==> config.mk <==
export PLATFORM = sky130hd
export DESIGN_NAME = pq_min_scanner
export DESIGN_NICKNAME = d
export VERILOG_FILES = /design/src/rtl/pq_min_scanner.sv
export SDC_FILE = /design/constraint.sdc
export NUM_CORES = 1
export LEC_CHECK = 0
export ABC_AREA = 1
export CORE_ASPECT_RATIO = 1.5
export CORE_UTILIZATION = 25
export DETAILED_ROUTE_END_ITERATION = 7
export HOLD_SLACK_MARGIN = 0.03
export PLACE_DENSITY = 0.52
export SYNTH_ARGS = -nofsm -noshare
export SYNTH_HDL_FRONTEND = slang
export SYNTH_SLANG_ARGS = --single-unit
==> constraint.sdc <==
create_clock -name clk -period 3.9 [get_ports clk]
set_input_delay 0.78 -clock clk [delete_from_list [all_inputs] [get_ports clk]]
set_output_delay 0.78 -clock clk [all_outputs]
set_load 0.02 [all_outputs]
==> src/rtl/pq_min_scanner.sv <==
// pq_min_scanner: drives the comparison counter, scans key RAM 1..15 for the minimum valid key.
// Optional: define PQ_SCAN_COUNT_EN to add res_count (number of occupied entries seen).
module pq_min_scanner #(
    parameter int W  = 4,
    parameter int KW = 8
) (
    input  logic          clk,
    input  logic          rst,
    input  logic          start,
    output logic          busy,
    input  logic [W-1:0]  cnt_q,
    input  logic          cnt_last,
    output logic          cnt_enb,
    output logic          cnt_clr,
    output logic          rd_en,
    output logic [W-1:0]  rd_addr,
    input  logic [KW-1:0] rd_key,
    input  logic          rd_vld,
    output logic          res_valid,
    input  logic          res_ready,
    output logic [KW-1:0] res_key,
    output logic [W-1:0]  res_idx,
`ifdef PQ_SCAN_COUNT_EN
    output logic [W-1:0]  res_count,
`endif
    output logic          res_empty
);

    typedef enum logic [1:0] {
        IDLE  = 2'd0,
        SCAN  = 2'd1,
        DRAIN = 2'd2,
        DONE  = 2'd3
    } state_t;

    state_t state, state_nx;

    logic          pend_q;
    logic [W-1:0]  addr_q;
    logic [KW-1:0] min_q;
    logic [W-1:0]  idx_q;
    logic          found_q;
    logic          go;
    logic          hit;

    assign go  = (state == IDLE) && start;
    // Strict compare on ascending addresses keeps the lower index on ties.
    assign hit = pend_q && rd_vld && (rd_key < min_q);

    // State register.
    always_ff @(posedge clk or negedge rst) begin
        if (!rst) begin
            state <= IDLE;
        end else begin
            state <= state_nx;
        end
    end

    // Next-state decode.
    always_comb begin
        state_nx = state;
        unique case (state)
            IDLE:    if (start) state_nx = SCAN;
            SCAN:    if (cnt_last) state_nx = DRAIN;
            DRAIN:   state_nx = DONE;
            DONE:    if (res_ready) state_nx = IDLE;
            default: state_nx = IDLE;
        endcase
    end

    // Output decode from state and counter index.
    always_comb begin
        busy      = (state != IDLE);
        cnt_clr   = go;
        rd_en     = (state == SCAN);
        cnt_enb   = (state == SCAN) && !cnt_last;
        rd_addr   = (state == SCAN) ? cnt_q : '0;
        res_valid = (state == DONE);
        res_empty = (state == DONE) && !found_q;
        res_key   = min_q;
        res_idx   = idx_q;
    end

    // Read pipeline: remember which address has data due next cycle.
    always_ff @(posedge clk or negedge rst) begin
        if (!rst) begin
            pend_q <= 1'b0;
            addr_q <= '0;
        end else begin
            pend_q <= rd_en;
            addr_q <= rd_addr;
        end
    end

    // Running minimum, cleared when a scan is launched.
    always_ff @(posedge clk or negedge rst) begin
        if (!rst) begin
            min_q   <= '1;
            idx_q   <= '0;
            found_q <= 1'b0;
        end else if (go) begin
            min_q   <= '1;
            idx_q   <= '0;
            found_q <= 1'b0;
        end else if (hit) begin
            min_q   <= rd_key;
            idx_q   <= addr_q;
            found_q <= 1'b1;
        end
    end

`ifdef PQ_SCAN_COUNT_EN
    logic [W-1:0] count_q;

    // Occupied-entry tally for the current scan.
    always_ff @(posedge clk or negedge rst) begin
        if (!rst) begin
            count_q <= '0;
        end else if (go) begin
            count_q <= '0;
        end else if (pend_q && rd_vld) begin
            count_q <= count_q + 1'b1;
        end
    end

    assign res_count = count_q;
`endif

endmodule

==> run summary, run 1 <==
Status: finished clean
IO Pins: 40
Final hold vios: 0
Fin crit share: 73.9%
Root Buffer: clkbuf_8
Hold-fix buffers at CTS: 0
Routability-driven placement congestion ratio: 0.712
Synth Area in Compound Gates: 3.25%
Diodes inserted: 0
CP required: 3120 ps
Syn Std Cell Area: 1230 um^2
CTS HTree Levels: 1
Tmin final: 2880 ps
Largest net degree at the start of global routing: 21
Post-DRT Antenna Nets: 0
FMAX: 347 MHz
Final Setup Violations: 0
CP Class: primary input to output pin
CP peak stage delay: 630 ps
Adder-cell area share of the yosys netlist: 12.2%
Vias: 988
CTS tree: yes
Post-CTS Setup Inserts: 0
Detailed Routing Iterations Pass 1: 4
DRC: 0
PortBufs: 39
Initial antenna violation count: 0
Vias per inst: 4.12
Cts bufs inserted: 3
GRT Total Usage: 11.4%
Mux cell area share after synthesis: 0%
Total Nets Final: 207
Crit-path max FO: 9
Clk_skew: 4.83 ps
Startpoint Class: primary input
First-pass GRT wire length: 4.53 mm
Synth Area per Inst: 9.20 um^2
Final wirelength: 2.65 mm
Total gr overflow: 0
Synth Area in Simple Gates: 34.6%
Clock-pin transition on the worst setup and hold timing paths: 70 ps
Largest family of logic cells by synthesized area: simple AND/OR/NAND/NOR gates
YS warnings: 0
Worst path top cell family by delay: buffers and inverters
P per Cell Area: 709 nW/um^2
Count of state elements after synthesis: 20
Max Cap Viol: 0
Cells along the critical path: clkdlybuf4s50_1, nand2_2, inv_2, clkdlybuf4s50_1
Crit-path slowest cell: clkdlybuf4s50_1
Post-synthesis cell count: 134
Starting DRT DRC Count: 10
RSZ-0062 raised after global routing: no
VDD IR max: 0.000303 V
Post-Synth XOR/XNOR Area: 0%
Hold WC Path Type: flip-flop to flip-flop
Num Clock Sinks: 20
Setup TNS Final: 0 ps
Skew-Pair Late Insertion Delay: 250 ps
Layout cells sized above 1: 25.0%
Rows: 30
Relative slew slack: 39.5%
Worst Path Buf+Inv: 3
Area Overhead vs Synth: 41.4%
Worst-Margin Slew: 905 ps
Core Region: 4620 um^2
Pleak: 0.000846 uW
Crit-path most repeated cell: clkdlybuf4s50_1
Height of the die: 88.0 um
Die footprint: 5220 um^2
Layout fillers: 483
Starting density of the core: 26.7%
Setup crit end kind: output pin
Seq/Total Area, Yosys: 41.4%
Detail-routed net length per standard cell: 11.0 um
Final HPWL DP: 2.11 mm
Count of final max-slew check failures: 0
Die X: 59.3 um
Max Root-Sink Buffers: 2
CTS resizes: 0
Syn_nets: 164
Arr. time, crit path: 2100 ps
Vias in the first global route: 1041
Post-synth cell types: 23
Pwr Total: 1240 uW
worst paths after layout:
| check | from | end | slack [ps] | cells past startpoint |
|---|---|---|---|---|
| max | start | cnt_clr | 1020 | 4 |
| min | res_key[4] | res_key[4] | 480 | 2 |
| max reg2reg | res_key[6] | res_key[1] | 2020 | 11 |
| min reg2reg | res_key[4] | res_key[4] | 480 | 2 |
| max in group asynchronous | rst | addr_q[1] | 2310 | 1 |
| min in group asynchronous | rst | res_idx[3] | 1030 | 1 |
sequential cells by signal, indices dropped and copies added, names as in the netlist:
| name | flops |
|---|---|
| found_q | 1 |
| pend_q | 1 |
| res_idx | 4 |
| addr_q | 4 |
| res_key | 8 |
| state | 2 |
cell usage in the layout (no fill, tap or decap), drive strengths merged:
cell type      synthesis  routed
nand2                 40      40
clkdlybuf4s50          0      39
inv                   22      22
nand3                 13      13
ha                    12      12
dfrtp                 12      12
dfstp                  8       8
or2                    8       8
nor2                   6       6
nand4                  4       4
clkbuf                 0       4
a21oi                  4       4
and3                   1       1
o221ai                 1       1
nor3                   1       1
buf                    2       1
stage by stage:
stage | cell area, um^2 | hold WS [ps] | setup slack, ps | std cells | util (%)
floorplan | 1230 | 469 | 1900 | 134 | -
global placement | 1690 | 470 | 996 | 236 | 36.6
detailed placement | 1690 | 477 | 998 | 236 | 36.6
CTS | 1740 | 490 | 998 | 240 | 37.8
global route | 1740 | 501 | 942 | 240 | 37.8
finish | 1740 | 484 | 1020 | 240 | 37.8
worst min-delay path: stages (launching register included):
cell     delay (ps)
dfstp_2         380
nand3_2          60
nand2_1          50
Yosys cell counts:
cell	instances	area share, %
a21oi_1	3	1.2
a21oi_4	1	1.3
and3_4	1	0.91
buf_4	1	0.61
buf_8	1	1.2
dfrtp_1	12	24
dfstp_2	8	17
ha_1	12	12
inv_1	17	5.2
inv_2	5	1.5
nand2_1	33	10
nand2_2	4	2.0
nand2_4	3	2.7
nand3_1	3	1.2
nand3_2	10	8.1
nand4_1	4	2.0
nor2_1	4	1.2
nor2_4	2	1.8
nor3_1	1	0.41
o221ai_1	1	0.71
or2_0	1	0.51
or2_1	2	1.0
or2_2	5	2.5
layer usage:
metal	vias to the layer above	share of wire, %	routed length (um)	global-route usage, %
li1	500	-	-	-
met4	0	0.75	20	3.25
met2	28	53	1410	21.0
met1	458	40	1060	12.4
met5	-	0	0	0
met3	2	5.7	152	2.81
cells by family after synthesis:
| logic type | Yosys count |
|---|---|
| AND/OR/NAND/NOR | 73 |
| buffers and inverters | 24 |
| flip-flops | 20 |
| adder cells (fa/ha/maj) | 12 |
| AO/OA/AOI/OAI | 5 |
report_power, final:
group | switching [uW] | internal (uW)
sequential | 58.7 | 321
combinational | 388 | 313
clock | 66.5 | 89.7
layout make-up:
cell class / instances / area [um^2] / area share, %
Clock buffer: 4 / 55.1 / 3.16
Inverter: 22 / 82.6 / 4.74
Tap cell: 64 / 80.1 / 4.59
Multi-Input combinational cell: 90 / 617 / 35.4
Timing Repair Buffer: 40 / 398 / 22.8
Sequential cell: 20 / 510 / 29.3
(Power assumes the default switching activity.)
==> run 2, diff against run 1 <==
--- a/config.mk
+++ b/config.mk
@@ -10,7 +10,7 @@
 export CORE_UTILIZATION = 25
 export DETAILED_ROUTE_END_ITERATION = 7
 export HOLD_SLACK_MARGIN = 0.03
-export PLACE_DENSITY = 0.52
+export PLACE_DENSITY = 0.53
 export SYNTH_ARGS = -nofsm -noshare
 export SYNTH_HDL_FRONTEND = slang
 export SYNTH_SLANG_ARGS = --single-unit
==> constraint.sdc (replaced) <==
create_clock -name clk -period 2.3 [get_ports clk]
set_input_delay 0.46 -clock clk [delete_from_list [all_inputs] [get_ports clk]]
set_output_delay 0.46 -clock clk [all_outputs]
set_load 0.02 [all_outputs]
==> run 2 against run 1 <==
- die area is the same
- largest power group unchanged
- first-iteration DRC count rose to 3.5 times the previous value
- combinational power up 68%
- setup slack got worse by 930 ps
- clock skew shrank 3.5 ps
- critical path depth grew 1
- global-route usage rose by 0.54 points
==> run summary, run 2 (synthesis results as in run 1) <==
Status: finished clean
CTS tree: yes
First-pass GRT wire length: 4.64 mm (+2.3%)
Sequential Power Share: 30.1% (-0.6 points)
Total gr overflow: 0 (unchanged)
Vias in the first global route: 1065 (+2.3%)
GRT Total Usage: 11.9% (+0.54 points)
Skew-Pair Late Insertion Delay: 260 ps (about the same)
Setup crit end kind: output pin
RR Endpoint: res_key[4]
Die footprint: 5220 um^2 (unchanged)
Starting DRT DRC Count: 35 (+25)
Core Region: 4620 um^2 (unchanged)
Detailed Routing Iterations Pass 1: 4 (unchanged)
Tmin final: 2210 ps
R2R cell count: 11 (unchanged)
Largest net degree at the start of global routing: 21 (unchanged)
Placed cells: 238 (+0.85%)
Sw Share: 40.3% (-1.2 points)
Routability-driven placement congestion ratio: 0.714 (+0.27%)
Root Buffer: clkbuf_8
Rows: 30 (unchanged)
Clk_skew: 1.37 ps (-3.46 ps)
Diodes inserted: 0 (unchanged)
CP Class: flip-flop to output pin
Hold WC Path Type: flip-flop to flip-flop
Final wirelength: 2.73 mm (+3.0%)
Final Setup Violations: 0 (unchanged)
Comb pwr share: 53.9% (-2.8 points)
Final std cells w/o fill: 242 (+0.83%)
Max Root-Sink Buffers: 2 (unchanged)
Relative slew slack: 77.3% (+38 points)
Commonest non-fill, non-tap cells in the layout: 34 x clkdlybuf4s50_1, 33 x nand2_1, 17 x inv_1
Layout cells sized above 1: 26.4% (+1.4 points)
Height of the die: 88.0 um (unchanged)
Internal: 1310 uW (+81%)
Startpoint Class: flip-flop
Commonest non-fill, non-tap cell in the layout: clkdlybuf4s50_1
DRC: 0 (unchanged)
Max Cap Viol: 0 (unchanged)
PortBufs: 39 (unchanged)
IO Pins: 40 (unchanged)
Worst-Margin Slew: 340 ps (-565 ps)
Vias per inst: 4.10 (-0.42%)
Cts bufs inserted: 3 (unchanged)
Num Clock Sinks: 20 (unchanged)
Total Nets Final: 209 (+0.97%)
Final HPWL DP: 2.17 mm (+2.7%)
Crit-path slowest cell: clkdlybuf4s50_1
Crit-path max FO: 4 (-5)
Register area: 510 um^2 (unchanged)
Post-CTS Setup Inserts: 0 (unchanged)
Fin crit share: 96.2%
P per Cell Area: 1230 nW/um^2 (+73%)
Cells along the critical path: inv_1, ha_1, nand2_2, inv_2, clkdlybuf4s50_1
FMAX: 452 MHz
CTS HTree Levels: 1 (unchanged)
Setup TNS Final: 0 ps (unchanged)
R2R Path Start: res_key[7]
Layout fillers: 471 (-2.5%)
VDD IR max: 0.000605 V (+100%)
Initial antenna violation count: 0 (unchanged)
Hold-fix buffers at CTS: 0 (unchanged)
Detail-routed net length per standard cell: 11.3 um (+2.2%)
Die X: 59.3 um (unchanged)
CP peak stage delay: 610 ps (-20 ps)
Count of final max-slew check failures: 0 (unchanged)
Worst Hold End: res_key[3]
CP required: 1840 ps (-1280 ps)
Post-DRT Antenna Nets: 0 (unchanged)
Pleak: 0.000919 uW (+8.7%)
Reg2reg setup slack: 440 ps (-1580 ps)
Hold Crit Depth: 2 (unchanged)
Arr. time, crit path: 1750 ps (-350 ps)
Final hold vios: 0 (unchanged)
Worst Hold Launch: res_key[3]
Clock Power Share: 16.0% (+3.4 points)
Starting density of the core: 26.7% (unchanged)
RSZ-0062 raised after global routing: no
Clock-pin transition on the worst setup and hold timing paths: 70 ps (about the same)
Vias: 992 (+0.40%)
Multi-input logic area: 619 um^2 (+0.41%)
Max reg flops: 8 (unchanged)
Sw Pwr: 880 uW (+72%)
Area Overhead vs Synth: 44.6%
## run 2: cell types whose count changed in the layout (fill, tap and decap cells not counted), moves of 2 or more
cell / change
clkdlybuf4s50_1: -5
dlygate4sd2_1: +2
buf_4: +2
dlymetal6s2s_1: +3
## run 2: stage by stage
| stage | area (um^2) | utilization [%] | power [uW] | hold slack, ps | worst slack, ps |
|---|---|---|---|---|---|
| 2_1_floorplan | 1230 | - | 1400 | 164 | 543 |
| 4_1_cts | 1770 | 38.4 | 2230 | 494 | 15.3 |
| 3_3_place_gp | 1700 | 36.9 | 1850 | 474 | 132 |
| 3_5_place_dp | 1700 | 36.9 | 1860 | 482 | 106 |
| 6_report | 1780 | 38.6 | 2190 | 491 | 88.1 |
| 5_1_grt | 1780 | 38.6 | 2370 | 513 | 6.44 |
## run 2: worst max-delay path, delay by kind of cell (launching register included)
family                   cells  cell delay [ps]
flip-flops                   1              410
AND/OR/NAND/NOR              1               70
adder cells (fa/ha/maj)      1              220
buffers and inverters        3              790
## run 2: how the worst max path moves through the flow
stage	from	endpoint	slack [ps]	cells past startpoint
floorplan	res_key[7]	res_idx[0]	540	11
global placement	rd_key[6]	res_key[5]	130	11
detailed placement	rd_key[6]	res_key[4]	110	11
CTS	state[1]	rd_addr[2]	20	5
global route	state[1]	cnt_clr	6	5
finish	state[0]	cnt_clr	90	5
## run 2: power by group through the flow
stage	registers [uW]	clock network, uW	logic [uW]
2_1_floorplan	748	0	657
3_3_place_gp	661	0	1190
3_5_place_dp	669	0	1200
4_1_cts	664	362	1200
5_1_grt	682	370	1320
6_report	659	350	1180
## run 2: layout make-up
class	count	area share, %
multi-input combinational	90	34.8
timing repair buffer	42	23.5
tap	64	4.49
sequential	20	28.7
clock buffer	3	2.32
inverter	22	4.63
clock inverter	1	1.69
## run 2: routing by layer
layer | global-route usage (%) | vias up | routed length (um)
li1 | - | 505 | -
met3 | 1.48 | 2 | 95
met1 | 12.5 | 459 | 1100
met4 | 5.19 | 0 | 25
met2 | 22.8 | 26 | 1510
met5 | 0 | - | 0
## run 2: timing repair
action	CTS	global route
setup endpoints to repair	5	3
pin swaps	0	0
gates resized for setup	3	3
==> run 3, diff against run 2 <==
--- a/config.mk
+++ b/config.mk
@@ -11,6 +11,7 @@
 export DETAILED_ROUTE_END_ITERATION = 7
 export HOLD_SLACK_MARGIN = 0.03
 export PLACE_DENSITY = 0.53
+export RECOVER_POWER = 50
 export SYNTH_ARGS = -nofsm -noshare
 export SYNTH_HDL_FRONTEND = slang
 export SYNTH_SLANG_ARGS = --single-unit
==> run 3 against run 2 <==
- combinational power about the same
- count of clock-buffer cells in the layout did not move
- core utilization down 0.081 points
- critical path depth stayed put
- design area down 0.21%
- critical path type unchanged
- largest cell class unchanged
==> run summary, run 3 (synthesis results as in run 1) <==
Max Root-Sink Buffers: 2 (unchanged)
Skew-Pair Late Insertion Delay: 260 ps (about the same)
CP peak stage delay: 610 ps (about the same)
Fin crit share: 96.2% (unchanged)
P per Cell Area: 1230 nW/um^2 (-0.11%)
Starting density of the core: 26.7% (unchanged)
Layout cells sized above 1: 25.8% (-0.56 points)
Startpoint Class: flip-flop
Multi-input logic area: 619 um^2 (unchanged)
Max reg flops: 8 (unchanged)
Post-DRT Antenna Nets: 0 (unchanged)
Arr. time, crit path: 1750 ps (about the same)
Area Overhead vs Synth: 44.3%
Post-CTS Setup Inserts: 0 (unchanged)
Largest net degree at the start of global routing: 21 (unchanged)
Status: finished clean
CP required: 1840 ps (about the same)
Clock-pin transition on the worst setup and hold timing paths: 70 ps (about the same)
CP Class: flip-flop to output pin
PortBufs: 39 (unchanged)
FMAX: 452 MHz (unchanged)
Crit-path slowest cell: clkdlybuf4s50_1
Relative slew slack: 30.0% (-47 points)
Vias: 991 (-0.10%)
Max Cap Viol: 0 (unchanged)
DRC: 0 (unchanged)
WHS: 491 ps (+0.00200 ps)
Hold-fix buffers at CTS: 0 (unchanged)
CTS HTree Levels: 1 (unchanged)
First-pass GRT wire length: 4.64 mm (unchanged)
Worst path top cell family by delay: buffers and inverters
Total gr overflow: 0 (unchanged)
Final HPWL DP: 2.17 mm (unchanged)
Height of the die: 88.0 um (unchanged)
Worst-Margin Slew: 1050 ps (+710 ps)
Cts bufs inserted: 3 (unchanged)
Root Buffer: clkbuf_8
Setup crit end kind: output pin
Commonest non-fill, non-tap cells in the layout: 33 x nand2_1, 30 x clkdlybuf4s50_1, 17 x inv_1
GRT Total Usage: 11.9% (unchanged)
Final hold vios: 0 (unchanged)
Cells along the critical path: inv_1, ha_1, nand2_2, inv_2, clkdlybuf4s50_1
Die X: 59.3 um (unchanged)
Tmin final: 2210 ps (unchanged)
Rows: 30 (unchanged)
Setup TNS Final: 0 ps (unchanged)
Num Clock Sinks: 20 (unchanged)
Count of final max-slew check failures: 0 (unchanged)
Final std cells w/o fill: 242 (unchanged)
VDD IR max: 0.000605 V (unchanged)
Hold WC Path Type: flip-flop to flip-flop
CTS tree: yes
Worst Path Buf+Inv: 3 (unchanged)
Total Nets Final: 209 (unchanged)
Crit-path max FO: 4 (unchanged)
Layout fillers: 471 (unchanged)
Fin util: 38.5% (-0.081 points)
Placed cells: 238 (unchanged)
RSZ-0062 raised after global routing: no
Final Setup Violations: 0 (unchanged)
Vias per inst: 4.10 (-0.10%)
Die footprint: 5220 um^2 (unchanged)
Detailed Routing Iterations Pass 1: 4 (unchanged)
Commonest non-fill, non-tap cell in the layout: nand2_1
Final wirelength: 2.73 mm (about the same)
Clk_skew: 1.36 ps (-0.00669 ps)
Pwr Total: 2180 uW (-0.33%)
Register area: 510 um^2 (unchanged)
Vias in the first global route: 1065 (unchanged)
Core Region: 4620 um^2 (unchanged)
Initial antenna violation count: 0 (unchanged)
IO Pins: 40 (unchanged)
Detail-routed net length per standard cell: 11.3 um (about the same)
Starting DRT DRC Count: 35 (unchanged)
Diodes inserted: 0 (unchanged)
Routability-driven placement congestion ratio: 0.714 (unchanged)
Pleak: 0.000926 uW (+0.74%)
run 3: cell types whose count changed in the layout (fill, tap and decap cells not counted):
cell / change
clkdlybuf4s50_1: -4
dlygate4sd3_1: +4
buf_4: -1
clkbuf_1: +1
run 3: worst register-to-register path, stage by stage, from the launching register on:
cell and delay, ps:
dfstp_2 560, inv_1 50, ha_1 300, nand2_2 90, inv_2 40, nand2_2 50
nand3_2 70, nor2_4 180, nand2_4 180, nand2_4 150, nand2_1 70, nand2_1 60
run 3: power breakdown:
| part | internal (uW) | switching (uW) |
|---|---|---|
| combinational | 522 | 650 |
| sequential | 545 | 112 |
| clock | 232 | 118 |
| total | 1300 | 880 |
run 3: metal layers:
layer | global-route usage, % | routed length, um
met1 | 12.5 | 1100
met2 | 22.8 | 1510
met3 | 1.48 | 95
met4 | 5.19 | 25
met5 | 0 | 0
run 3: worst paths after layout:
path / from / slack, ps / depth (start not counted) / to
worst max-delay path: state[0] / 90 / 5 / cnt_clr
worst min-delay path: res_key[3] / 490 / 2 / res_key[3]
worst max register to register: res_key[7] / 440 / 11 / res_key[4]
worst min register to register: res_key[3] / 490 / 2 / res_key[3]
max in group asynchronous: rst / 770 / 2 / found_q
min in group asynchronous: rst / 900 / 2 / addr_q[1]
run 3: final cells by class:
| class | instances | area share (%) |
|---|---|---|
| timing repair buffer | 42 | 23.3 |
| clock inverter | 1 | 1.69 |
| multi-input combinational | 90 | 34.8 |
| inverter | 22 | 4.64 |
| clock buffer | 3 | 2.32 |
| sequential | 20 | 28.7 |
| tap | 64 | 4.50 |
run 3: per-stage QoR:
stage	area [um^2]	setup slack (ps)
2_1_floorplan	1230	543
6_report	1780	88.1
3_5_place_dp	1700	106
4_1_cts	1770	15.3
3_3_place_gp	1700	132
5_1_grt	1780	6.44
run 3: repair_timing:
action | CTS | global route
setup endpoints to repair | 5 | 3
gates resized for setup | 3 | 3
hold endpoints to repair | 0 | 0
